--- src/rtl/fft2x2_bfly_ser_pkg.sv ---
// Shared types, widths and the output scaling helper for the serial 2x2 butterfly stage.
// Build option: FFT_BFLY_SAT_EN selects saturating unit-gain output instead of 1/4 gain.
package fft2x2_bfly_ser_pkg;

  localparam int unsigned DW  = 16;      // input/output component width
  localparam int unsigned S1W = DW + 1;  // row butterfly width
  localparam int unsigned S2W = DW + 2;  // column butterfly width (BflyBus 17:0)

  // FFT stage control states, shared with the upstream stage
  typedef enum logic [1:0] {
    IDLE = 2'd0,
    COL  = 2'd1,
    SEND = 2'd2
  } state_e;

  typedef struct packed {
    logic signed [DW-1:0] re;
    logic signed [DW-1:0] im;
  } in_bus_t;

  typedef struct packed {
    logic signed [DW-1:0] re;
    logic signed [DW-1:0] im;
  } out_bus_t;

  typedef struct packed {
    logic signed [S1W-1:0] re;
    logic signed [S1W-1:0] im;
  } row_bus_t;

  typedef struct packed {
    logic signed [S2W-1:0] re;
    logic signed [S2W-1:0] im;
  } bfly_bus_t;

  // Reduce an 18-bit column result to DW bits
  function automatic logic signed [DW-1:0] scale(input logic signed [S2W-1:0] x);
`ifdef FFT_BFLY_SAT_EN
    logic signed [S2W-1:0] sat_max;
    logic signed [S2W-1:0] sat_min;
    sat_max = S2W'((2 ** (DW - 1)) - 1);
    sat_min = S2W'(-(2 ** (DW - 1)));
    if (x > sat_max) begin
      return DW'(sat_max);
    end else if (x < sat_min) begin
      return DW'(sat_min);
    end else begin
      return DW'(x);
    end
`else
    logic signed [S2W-1:0] sh;
    sh = x >>> 2;  // floors; the 1/4 gain result always fits in DW
    return DW'(sh);
`endif
  endfunction

endpackage

--- src/rtl/fft2x2_bfly_ser_if.sv ---
// Handshake and data bundle of the serial 2x2 butterfly stage.
// slave  : seen by the stage (block input side consumed, result beat side produced).
// master : seen by whoever feeds blocks and drains results.
interface fft2x2_bfly_ser_if;
  import fft2x2_bfly_ser_pkg::*;

  logic                 in_valid;
  logic                 in_ready;
  logic signed [DW-1:0] in_1_1_r;
  logic signed [DW-1:0] in_1_1_i;
  logic signed [DW-1:0] in_1_2_r;
  logic signed [DW-1:0] in_1_2_i;
  logic signed [DW-1:0] in_2_1_r;
  logic signed [DW-1:0] in_2_1_i;
  logic signed [DW-1:0] in_2_2_r;
  logic signed [DW-1:0] in_2_2_i;
  logic                 out_valid;
  logic                 out_ready;
  logic signed [DW-1:0] out_r;
  logic signed [DW-1:0] out_i;
  logic [1:0]           out_idx;
  logic                 out_last;
  logic                 busy;

  modport slave (
    input  in_valid, in_1_1_r, in_1_1_i, in_1_2_r, in_1_2_i,
           in_2_1_r, in_2_1_i, in_2_2_r, in_2_2_i, out_ready,
    output in_ready, out_valid, out_r, out_i, out_idx, out_last, busy
  );

  modport master (
    output in_valid, in_1_1_r, in_1_1_i, in_1_2_r, in_1_2_i,
           in_2_1_r, in_2_1_i, in_2_2_r, in_2_2_i, out_ready,
    input  in_ready, out_valid, out_r, out_i, out_idx, out_last, busy
  );

endinterface

--- src/rtl/fft2x2_bfly_ser_cplx_bfly2.sv ---
// Combinational complex 2-point butterfly: sum = a + b, dif = a - b, one bit of growth.
// Ports: a_r/a_i, b_r/b_i (W bits signed) in; sum_r/sum_i, dif_r/dif_i (W+1 bits signed) out.
module cplx_bfly2 #(
  parameter int unsigned W = 16
) (
  input  logic signed [W-1:0] a_r,
  input  logic signed [W-1:0] a_i,
  input  logic signed [W-1:0] b_r,
  input  logic signed [W-1:0] b_i,
  output logic signed [W:0]   sum_r,
  output logic signed [W:0]   sum_i,
  output logic signed [W:0]   dif_r,
  output logic signed [W:0]   dif_i
);

  // Sign-extend before adding so the result is exact
  assign sum_r = (W+1)'(a_r) + (W+1)'(b_r);
  assign sum_i = (W+1)'(a_i) + (W+1)'(b_i);
  assign dif_r = (W+1)'(a_r) - (W+1)'(b_r);
  assign dif_i = (W+1)'(a_i) - (W+1)'(b_i);

endmodule

--- src/rtl/fft2x2_bfly_ser.sv ---
// Serial 2D 2x2 butterfly stage: accepts one twiddled 2x2 complex block, registers row
// butterflies (s1), then column butterflies (s2), then streams X11, X12, X21, X22 out.
// Ports: clk, rst_n (async active-low); bus (slave modport) carries in_valid/in_ready,
// the eight input components, out_valid/out_ready, out_r/out_i, out_idx, out_last, busy.
// Build option: FFT_BFLY_SAT_EN (see package scale()).
module fft2x2_bfly_ser
  import fft2x2_bfly_ser_pkg::*;
(
  input  logic                clk,
  input  logic                rst_n,
  fft2x2_bfly_ser_if.slave    bus
);

  state_e    state_q;
  logic [1:0] idx_q;
  row_bus_t  s1_q [4];
  bfly_bus_t s2_q [4];

  in_bus_t   x     [4];
  row_bus_t  row_c [4];
  bfly_bus_t col_c [4];
  logic      beat_done;

  // Input block in index order x11, x12, x21, x22
  assign x[0] = '{re: bus.in_1_1_r, im: bus.in_1_1_i};
  assign x[1] = '{re: bus.in_1_2_r, im: bus.in_1_2_i};
  assign x[2] = '{re: bus.in_2_1_r, im: bus.in_2_1_i};
  assign x[3] = '{re: bus.in_2_2_r, im: bus.in_2_2_i};

  // Row butterflies: r0/r1 from the first row, r2/r3 from the second
  cplx_bfly2 #(.W(DW)) u_row0 (
    .a_r(x[0].re), .a_i(x[0].im), .b_r(x[1].re), .b_i(x[1].im),
    .sum_r(row_c[0].re), .sum_i(row_c[0].im), .dif_r(row_c[1].re), .dif_i(row_c[1].im)
  );
  cplx_bfly2 #(.W(DW)) u_row1 (
    .a_r(x[2].re), .a_i(x[2].im), .b_r(x[3].re), .b_i(x[3].im),
    .sum_r(row_c[2].re), .sum_i(row_c[2].im), .dif_r(row_c[3].re), .dif_i(row_c[3].im)
  );

  // Column butterflies: X11/X21 from r0,r2 and X12/X22 from r1,r3
  cplx_bfly2 #(.W(S1W)) u_col0 (
    .a_r(s1_q[0].re), .a_i(s1_q[0].im), .b_r(s1_q[2].re), .b_i(s1_q[2].im),
    .sum_r(col_c[0].re), .sum_i(col_c[0].im), .dif_r(col_c[2].re), .dif_i(col_c[2].im)
  );
  cplx_bfly2 #(.W(S1W)) u_col1 (
    .a_r(s1_q[1].re), .a_i(s1_q[1].im), .b_r(s1_q[3].re), .b_i(s1_q[3].im),
    .sum_r(col_c[1].re), .sum_i(col_c[1].im), .dif_r(col_c[3].re), .dif_i(col_c[3].im)
  );

  assign beat_done = (state_q == SEND) && bus.out_ready;

  // Control FSM and pipeline registers
  always_ff @(posedge clk or negedge rst_n) begin
    if (!rst_n) begin
      state_q <= IDLE;
      idx_q   <= 2'd0;
      for (int k = 0; k < 4; k++) begin
        s1_q[k] <= '0;
        s2_q[k] <= '0;
      end
    end else begin
      case (state_q)
        IDLE: begin
          if (bus.in_valid) begin
            for (int k = 0; k < 4; k++) s1_q[k] <= row_c[k];
            state_q <= COL;
          end
        end
        COL: begin
          for (int k = 0; k < 4; k++) s2_q[k] <= col_c[k];
          idx_q   <= 2'd0;
          state_q <= SEND;
        end
        SEND: begin
          if (beat_done) begin
            if (idx_q == 2'd3) begin
              idx_q   <= 2'd0;
              state_q <= IDLE;
            end else begin
              idx_q <= idx_q + 2'd1;
            end
          end
        end
        default: state_q <= IDLE;
      endcase
    end
  end

  // Status and beat data decode directly from state, s2 and idx
  assign bus.in_ready  = (state_q == IDLE);
  assign bus.busy      = (state_q != IDLE);
  assign bus.out_valid = (state_q == SEND);
  assign bus.out_last  = (state_q == SEND) && (idx_q == 2'd3);
  assign bus.out_idx   = idx_q;
  assign bus.out_r     = scale(s2_q[idx_q].re);
  assign bus.out_i     = scale(s2_q[idx_q].im);

endmodule

--- src/flat_wrapper.sv ---
// flat-port wrapper written by rule: the top's interface ports become plain ports
module fft2x2_bfly_ser_flat import fft2x2_bfly_ser_pkg::*;
  (clk, rst_n, bus_in_valid, bus_in_1_1_r, bus_in_1_1_i, bus_in_1_2_r, bus_in_1_2_i, bus_in_2_1_r, bus_in_2_1_i, bus_in_2_2_r, bus_in_2_2_i, bus_out_ready, bus_in_ready, bus_out_valid, bus_out_r, bus_out_i, bus_out_idx, bus_out_last, bus_busy);
  fft2x2_bfly_ser_if bus_i ();
  input  logic clk;
  input  logic rst_n;
  input wire logic [$bits(bus_i.in_valid)-1:0] bus_in_valid;
  input wire logic [$bits(bus_i.in_1_1_r)-1:0] bus_in_1_1_r;
  input wire logic [$bits(bus_i.in_1_1_i)-1:0] bus_in_1_1_i;
  input wire logic [$bits(bus_i.in_1_2_r)-1:0] bus_in_1_2_r;
  input wire logic [$bits(bus_i.in_1_2_i)-1:0] bus_in_1_2_i;
  input wire logic [$bits(bus_i.in_2_1_r)-1:0] bus_in_2_1_r;
  input wire logic [$bits(bus_i.in_2_1_i)-1:0] bus_in_2_1_i;
  input wire logic [$bits(bus_i.in_2_2_r)-1:0] bus_in_2_2_r;
  input wire logic [$bits(bus_i.in_2_2_i)-1:0] bus_in_2_2_i;
  input wire logic [$bits(bus_i.out_ready)-1:0] bus_out_ready;
  output wire logic [$bits(bus_i.in_ready)-1:0] bus_in_ready;
  output wire logic [$bits(bus_i.out_valid)-1:0] bus_out_valid;
  output wire logic [$bits(bus_i.out_r)-1:0] bus_out_r;
  output wire logic [$bits(bus_i.out_i)-1:0] bus_out_i;
  output wire logic [$bits(bus_i.out_idx)-1:0] bus_out_idx;
  output wire logic [$bits(bus_i.out_last)-1:0] bus_out_last;
  output wire logic [$bits(bus_i.busy)-1:0] bus_busy;
  assign bus_i.in_valid = bus_in_valid;
  assign bus_i.in_1_1_r = bus_in_1_1_r;
  assign bus_i.in_1_1_i = bus_in_1_1_i;
  assign bus_i.in_1_2_r = bus_in_1_2_r;
  assign bus_i.in_1_2_i = bus_in_1_2_i;
  assign bus_i.in_2_1_r = bus_in_2_1_r;
  assign bus_i.in_2_1_i = bus_in_2_1_i;
  assign bus_i.in_2_2_r = bus_in_2_2_r;
  assign bus_i.in_2_2_i = bus_in_2_2_i;
  assign bus_i.out_ready = bus_out_ready;
  assign bus_in_ready = bus_i.in_ready;
  assign bus_out_valid = bus_i.out_valid;
  assign bus_out_r = bus_i.out_r;
  assign bus_out_i = bus_i.out_i;
  assign bus_out_idx = bus_i.out_idx;
  assign bus_out_last = bus_i.out_last;
  assign bus_busy = bus_i.busy;
  fft2x2_bfly_ser u_core (.clk(clk), .rst_n(rst_n), .bus(bus_i));
endmodule
--- config.mk ---
export PLATFORM = sky130hd
export DESIGN_NAME = fft2x2_bfly_ser_flat
export DESIGN_NICKNAME = d
export VERILOG_FILES = /design/src/rtl/fft2x2_bfly_ser_pkg.sv /design/src/rtl/fft2x2_bfly_ser_if.sv /design/src/rtl/fft2x2_bfly_ser_cplx_bfly2.sv /design/src/rtl/fft2x2_bfly_ser.sv /design/src/flat_wrapper.sv
export SDC_FILE = /design/constraint.sdc
export NUM_CORES = 1
export LEC_CHECK = 0
export BUFFER_PORTS_ARGS = -buffer_cell sky130_fd_sc_hd__buf_4
export CAP_MARGIN = 5
export CORE_MARGIN = 5
export CORE_UTILIZATION = 51
export DETAILED_ROUTE_END_ITERATION = 8
export PLACE_DENSITY = 0.8
export SYNTH_ARGS = -nofsm -noshare
export SYNTH_HDL_FRONTEND = slang
export SYNTH_HIERARCHICAL = 1
export SYNTH_SLANG_ARGS = --single-unit
--- constraint.sdc ---
create_clock -name clk -period 3.5 [get_ports clk]
set_input_delay 0.7 -clock clk [delete_from_list [all_inputs] [get_ports clk]]
set_output_delay 0.7 -clock clk [all_outputs]
set_load 0.05 [all_outputs]
# == Word level (Yosys, flattened, before mapping) ==
# Index checks and enable logic that the tools add are counted.
# totals
in_bits,132
out_inout_bits,38
mem_bits_rw,0
romBits,0
latch_bits,0
word_cells,61
register_bits,284
mem_count,0
# op_classes
add_sub_neg,17
n_shift,0
n_div,0
order_cmp,1
n_eq_ne,6
bitwise,1
n_reduce_logical,8
n_mux,10
mul,0
# ops
cell,count
17-bit by 17-bit adder with 18-bit output,4
36-bit binary-select mux with 2-bit select,1
36-bit two-way mux,2
17-bit by 17-bit subtractor with 18-bit output,4
16-bit by 16-bit adder with 17-bit output,4
16-bit by 16-bit subtractor with 17-bit output,4
2-bit two-way mux,5
2-bit one-hot mux with 3 select lines,1
"2-bit equality test, second input constant",2
"2-bit by 1-bit inequality test with 1-bit output, second input constant",2
2-bit one-hot mux with 2 select lines,1
2-bit AND reduction,2
2-bit nonzero test,2
"3-bit greater-or-equal comparator, second input constant",1
2-bit inverter with 3-bit output,1
3-bit AND reduction,1
"2-bit by 1-bit adder with 2-bit output, second input constant",1
"2-bit by 1-bit equality test with 1-bit output, second input constant",1
1-bit logical AND,2
2-bit logical NOT,1
"2-bit inequality test, second input constant",1

# == Logic depth before layout (Yosys ltp) ==
# Gate-level depths: netlist (run 1).
# depth
word_depth,4
depth_mapped,12
depth_no_buf,12

# == Hierarchy ==
# Netlist (run 1), hierarchy kept.
# modules_own_cells
module,instances,cells_each,seq_area_each_um2,area_each_um2
fft2x2_bfly_ser,1,617,6706.4,11421.0
cplx_bfly2 (u_core.u_col0),1,512,0.0,3578.4
cplx_bfly2 (u_core.u_col1),1,484,0.0,3417.0
cplx_bfly2 (u_core.u_row0),1,465,0.0,3199.3
cplx_bfly2 (u_core.u_row1),1,467,0.0,3193.1

# == Least setup slack after synthesis (run 1) ==
# OpenSTA, ideal clock, no wires.
# synth_timing
path_kind,input-to-reg
from,input bus_in_1_2_r[9]
to,register u_core/s1_q[133] in the netlist's numbering
path_stages,9
path_slack_ns,0.680
arrival_time_ns,2.695
cell_sequence,inv_1 -> ha_1 -> buf_6 -> or3_4 -> o221a_4 -> a311oi_2 -> nor4_1 -> a211o_1 -> mux2_4
# synth_rtl
item,line_no,source
start: declaration,flat_wrapper.sv:10,input wire logic [$bits(bus_i.in_1_2_r)-1:0] bus_in_1_2_r;
end signal: indexed assignment,fft2x2_bfly_ser.sv:58,s1_q[k] <= '0;
end: declaration,fft2x2_bfly_ser.sv:16,row_bus_t s1_q [4];

==> metrics.md, run 1 <==
| Metric | Value |
|---|---|
| Synth-to-layout area growth | 10.49% |
| DRC | 0 |
| I/O Buffers | about 170 |
| Routed wire length | roughly 67 mm |
| Die Y-Extent | between 200 and 250 um |
| Largest net degree at the start of global routing | 130 |
| Pre-antenna DRT Iters | 6 |
| Initial Util | just over 50% |
| Vias in the first global route | 18922 |
| Clock tree root driver cell | clkbuf_16 |
| Share of cells above drive strength 1 | roughly a quarter |
| Startpoint types | flip-flop |
| Critical Path Sink Type | flip-flop |
| Mapped Cells | ~2500 |
| Critical path endpoint | u_core/s2_q[137]$_DFFE_PN0P_ |
| Clock Latency Late Sink | about 590 ps |
| Most common cell after layout, fill and taps aside | dfrtp_1 |
| CTS Buffer Depth | 3 |
| Die area | ~53000 um2 |
| R2R setup slack | just under 400 ps |
| Hold buffers post-CTS | 0 |
| Synth warn | 6 |
| Setup TNS Final | 0 ps |
| Global route overflow | 0 |
| Fin crit period | about 3100 ps |
| Part of the cycle the worst path needs | 88.71% |
| Clock Skews | a little under 20 ps |
| First DRT Iteration DRCs | roughly 1400 |
| WHS | between 60 and 70 ps |
| Critical path class | reg -> reg |
| Antenna Nets Post-Route | 0 |
| Mapped Area | roughly 25000 um2 |
| RSZ-0062 raised after global routing | no |
| Hold Crit Class | in -> async |
| Placement row count | 80 |
| Maxcap violations | 0 |
| TritonCTS clock tree | done |
| Worst path required time | between 3000 and 4000 ps |
| Worst Tran Pin Value | approximately 800 ps |
| First-pass GRT wire length | 104.9 mm |
| Filler cell count | 4148 |
| Routed WL per cell | slightly above 20 um |
| Relative slew slack | between 40% and 50% |
| Status | finished clean |
| Launch point of the worst path | u_core/s1_q[56]$_DFFE_PN0P_ |
| Critical path arrival | about 3600 ps |
| Post-Syn Nets | between 2000 and 3000 |
| Gr usage total | 24.23% |
| Via count | 19303 |
| Mean area per synthesized cell | 9.761 um2 |
| Launch instance of the worst register-to-register path | u_core/s1_q[56]$_DFFE_PN0P_ |
| Finished Core Util | a little under three fifths |
| Placed Instance Area | 26250 um2 |
| Core outline area | roughly 48000 um2 |
| H-tree depth | 1 |
| Gr busiest metal | met1 |
| Post-CTS Setup Bufs | 0 |
| Met1 usage | 37.34% |
| IO Count | 170 |
| Fmax | around 320 MHz |
| Initial antenna violation count | 1 |
| Number of diodes | 0 |
| Number of nets in the layout | 3053 |
| Commonest non-fill, non-tap cells in the layout | dfrtp_1, ha_1, inv_1 |
| Design Area, Final | 27360 um2 |
| Final hold violations | 0 |
| Worst Path Max Fanout | 10 |
| Dpl hpwl | approximately 53 mm |
| Vias per Instance | around 6 |
| FF-to-FF path depth | 9 |
| Clk sink count | roughly 270 |
| Chip Width | approximately 230 um |
| Post-CTS sizing | 0 |
| Final setup viols | 0 |
| Met2 Use GR | between 30% and 40% |
| GP Congestion | 0.9658 |
| Num CTS Buffers | 31 |
| Slew Viols, Final | 0 |
| Met3 Usage GRT | approximately 2.9% |
| R2R Path End | u_core/s2_q[137]$_DFFE_PN0P_ |
| Worst-path clk slew | roughly 60 ps |
## sequential cells by signal, summed over array words and instances, names as in the netlist
name / count
u_core/bus.out_idx: 2
u_core/s1_q: 136
u_core/state_q: 2
u_core/s2_q: 128
## metrics by stage
step	std cells	setup slack (ps)
2_1_floorplan	2537	680.3
3_3_place_gp	3222	307.7
3_5_place_dp	3222	253.9
4_1_cts	3279	504.1
5_1_grt	3279	241.9
6_report	3279	395.2
## cell type report
cell class | count | area, um2 | share of cell area (%)
Multi-Input combinational cell | 1877 | 16210 | 59.23
Inverter | 262 | 983.4 | 3.594
Sequential cell | 268 | 6708 | 24.52
Tap cell | 615 | 769.5 | 2.812
Clock inverter | 21 | 276.5 | 1.011
Timing Repair Buffer | 200 | 1584 | 5.789
Clock buffer | 36 | 834.6 | 3.050
## worst min path at each step
stage                                      from                                end  slack [ps]  depth (start not counted)
floorplan                                 rst_n  u_core/bus.out_idx[0]$_DFFE_PN0P_         400                          0
global placement    u_core/s2_q[26]$_DFFE_PN0P_        u_core/s2_q[26]$_DFFE_PN0P_         490                          1
detailed placement  u_core/s2_q[71]$_DFFE_PN0P_        u_core/s2_q[71]$_DFFE_PN0P_         490                          1
CTS                                       rst_n        u_core/s1_q[32]$_DFFE_PN0P_          70                          1
global route                              rst_n        u_core/s1_q[32]$_DFFE_PN0P_         110                          1
finish                                    rst_n        u_core/s1_q[32]$_DFFE_PN0P_          60                          1
## worst max-delay path, cell delays in order (launching register included)
cell	delay, ps
dfrtp_1	430
inv_1	70
ha_1	590
and2b_2	270
o21ai_1	220
nand2_1	110
a211oi_1	440
mux2i_1	270
o2111ai_1	240
mux2_2	350
## routing by layer
metal  part of all wire (%)  up-vias  wire (um)
li1                       -     9096          -
met1                     48     9486      32050
met2                     43      636      28870
met3                    6.7       85       4492
met4                    1.8        0       1230
met5                      0        -          0
Power of run 1 is not shown: default switching activity piles up to over one toggle a cycle in this logic, so the estimate is an artifact.
==> run 2, diff against run 1 <==
--- a/config.mk
+++ b/config.mk
@@ -9,7 +9,9 @@
 export CAP_MARGIN = 5
 export CORE_MARGIN = 5
 export CORE_UTILIZATION = 51
+export CTS_CLUSTER_SIZE = 28
 export DETAILED_ROUTE_END_ITERATION = 8
+export GPL_TIMING_DRIVEN = 0
 export PLACE_DENSITY = 0.8
 export SYNTH_ARGS = -nofsm -noshare
 export SYNTH_HDL_FRONTEND = slang
==> metrics.md, run 2 (synthesis results as in run 1) <==
| Metric | Value |
|---|---|
| Placed insts | 3323 (+3.1%) |
| RSZ-0062 raised after global routing | no |
| First-pass GRT wire length | 109.4 mm (+4.3%) |
| Filler cell count | 4077 (-1.7%) |
| Clock Skews | 16.40 ps (-2.883 ps) |
| Initial antenna violation count | 0 (-1) |
| Hold Crit Class | in -> reg |
| Worst hold endpoint | u_core/bus.out_idx[1]$_DFFE_PN0P_ |
| Final hold violations | 0 (unchanged) |
| Status | finished clean |
| Placement row count | 80 (unchanged) |
| Setup TNS Final | 0 ps (unchanged) |
| Hold path depth | 3 |
| Max reg flops | 136 (unchanged) |
| Slew Viols, Final | 0 (unchanged) |
| Share of cells above drive strength 1 | 24.00% (+0.73 points) |
| Post-CTS Setup Bufs | 0 (unchanged) |
| Initial Util | 51.76% (unchanged) |
| Clock Latency Late Sink | 570 ps (-20 ps) |
| R2R Path End | u_core/s2_q[15]$_DFFE_PN0P_ |
| Worst Tran Pin Value | 1118 ps (+332.3 ps) |
| Fin crit period | 3385 ps (+280.2 ps) |
| Part of the cycle the worst path needs | 96.72% (+8.0 points) |
| Die Y-Extent | 230.4 um (unchanged) |
| Pre-antenna DRT Iters | 5 (-1) |
| CTS Buffer Depth | 3 (unchanged) |
| Finished Core Util | 58.43% (+1.2 points) |
| Launch point of the worst path | u_core/bus.out_idx[1]$_DFFE_PN0P_ |
| Biggest regs | u_core/s1_q: 136 flops, u_core/s2_q: 128 flops |
| Final setup viols | 0 (unchanged) |
| Vias in the first global route | 19393 (+2.5%) |
| Dpl hpwl | 57.79 mm (+8.7%) |
| Via count | 19611 (+1.6%) |
| Routed WL per cell | 20.91 um (+2.9%) |
| Gr usage total | 25.70% (+1.5 points) |
| Worst Path Max Fanout | 10 (unchanged) |
| Clock tree root driver cell | clkbuf_16 |
| IO Count | 170 (unchanged) |
| GP Congestion | 0.9638 (-0.21%) |
| Area of the multi-input gates | 16200 um2 (about the same) |
| R2R setup slack | 270 ps (-130 ps) |
| I/O Buffers | 169 (unchanged) |
| Sequential Area | 6706 um2 (about the same) |
| Relative slew slack | 25.31% (-22 points) |
| Design Area, Final | 27960 um2 (+2.2%) |
| Synth-to-layout area growth | 12.89% |
| H-tree depth | 1 (unchanged) |
| Critical path arrival | 2690 ps (-880 ps) |
| First DRT Iteration DRCs | 1528 (+12%) |
| Chip Width | 230.4 um (unchanged) |
| Global route overflow | 0 (unchanged) |
| Worst path required time | 2800 ps (-1160 ps) |
| TritonCTS clock tree | done |
| Clk sink count | 268 (unchanged) |
| Startpoint types | flip-flop |
| Num CTS Buffers | 29 (-6.5%) |
| Placed Instance Area | 26860 um2 (+2.3%) |
| DRC | 0 (unchanged) |
| Antenna Nets Post-Route | 0 (unchanged) |
| Launch instance of the worst register-to-register path | u_core/s1_q[74]$_DFFE_PN0P_ |
| Maxcap violations | 0 (unchanged) |
| Die area | 53060 um2 (unchanged) |
| Reg with most FFs | u_core/s1_q |
| Most common cell after layout, fill and taps aside | dfrtp_1 |
| Vias per Instance | 5.806 (-1.4%) |
| Fmax | 295.4 MHz (-8.3%) |
| Worst hold start | bus_out_ready |
| Number of nets in the layout | 3153 (+3.3%) |
| Critical Path Sink Type | output pin |
| Critical path class | reg -> out |
| Core outline area | 47850 um2 (unchanged) |
| Routed wire length | 70.64 mm (+6.0%) |
| Non-Filler Instances | 3378 (+3.0%) |
| Worst-path clk slew | 60 ps (about the same) |
| Largest net degree at the start of global routing | 119 (-8.5%) |
| Commonest non-fill, non-tap cells in the layout | dfrtp_1, ha_1, inv_1 |
| FF-to-FF path depth | 7 (-2) |
==> run 2: cell count changes in the layout (fill, tap and decap cells not counted), sizes merged <==
cell	before	now
diode	0	1
buf	200	251
inv	262	263
clkinvlp	4	3
clkinv	11	6
dlygate4sd3	0	1
clkbuf	36	87
==> run 2: layout make-up <==
class	count	share of cell area [%]
multi-input combinational	1877	57.94
sequential	268	23.99
timing repair buffer	172	4.798
inverter	262	3.518
buffer	130	3.137
clock buffer	37	2.954
tap	615	2.753
clock inverter	16	0.8996
antenna	1	0.008951
==> run 2: worst max path at each step <==
stage,slack [ps],cells past startpoint,end
6_report,110,4,bus_out_i[0]
2_1_floorplan,680,9,u_core/s1_q[133]$_DFFE_PN0P_
3_5_place_dp,140,10,u_core/s1_q[49]$_DFFE_PN0P_
5_1_grt,10,4,bus_out_i[0]
3_3_place_gp,-370,1,u_core/s2_q[51]$_DFFE_PN0P_
4_1_cts,60,4,bus_out_r[8]
==> run 2: metrics by stage <==
step / hold WS, ps / worst slack (ps)
after detailed placement: 491.8 / 139.5
after CTS: 374.9 / 63.81
final: 403.8 / 115.0
after floorplan: 404.4 / 680.3
after global routing: 409.4 / 14.90
after global placement: 484.6 / -369.5
==> run 2: routing by layer <==
metal	vias up	wire length, um	global-route usage (%)
met5	-	0	0
met4	0	1217	4.708
met3	82	4659	3.465
met2	641	31280	40.43
met1	9590	33480	38.44
li1	9298	-	-
==> run 2: critical path, stage by stage, from the launching register on <==
cell	delay, ps
dfrtp_1	370
clkbuf_1	420
clkbuf_1	650
mux4_2	460
buf_4	220
==> run 2: what timing repair did <==
action	in CTS	in global routing
gates resized for setup	1	0
endpoints found under the setup margin	8	0
hold buffers	1	0
endpoints found under the hold margin	25	0
Power of run 2 is left out for the same reason.
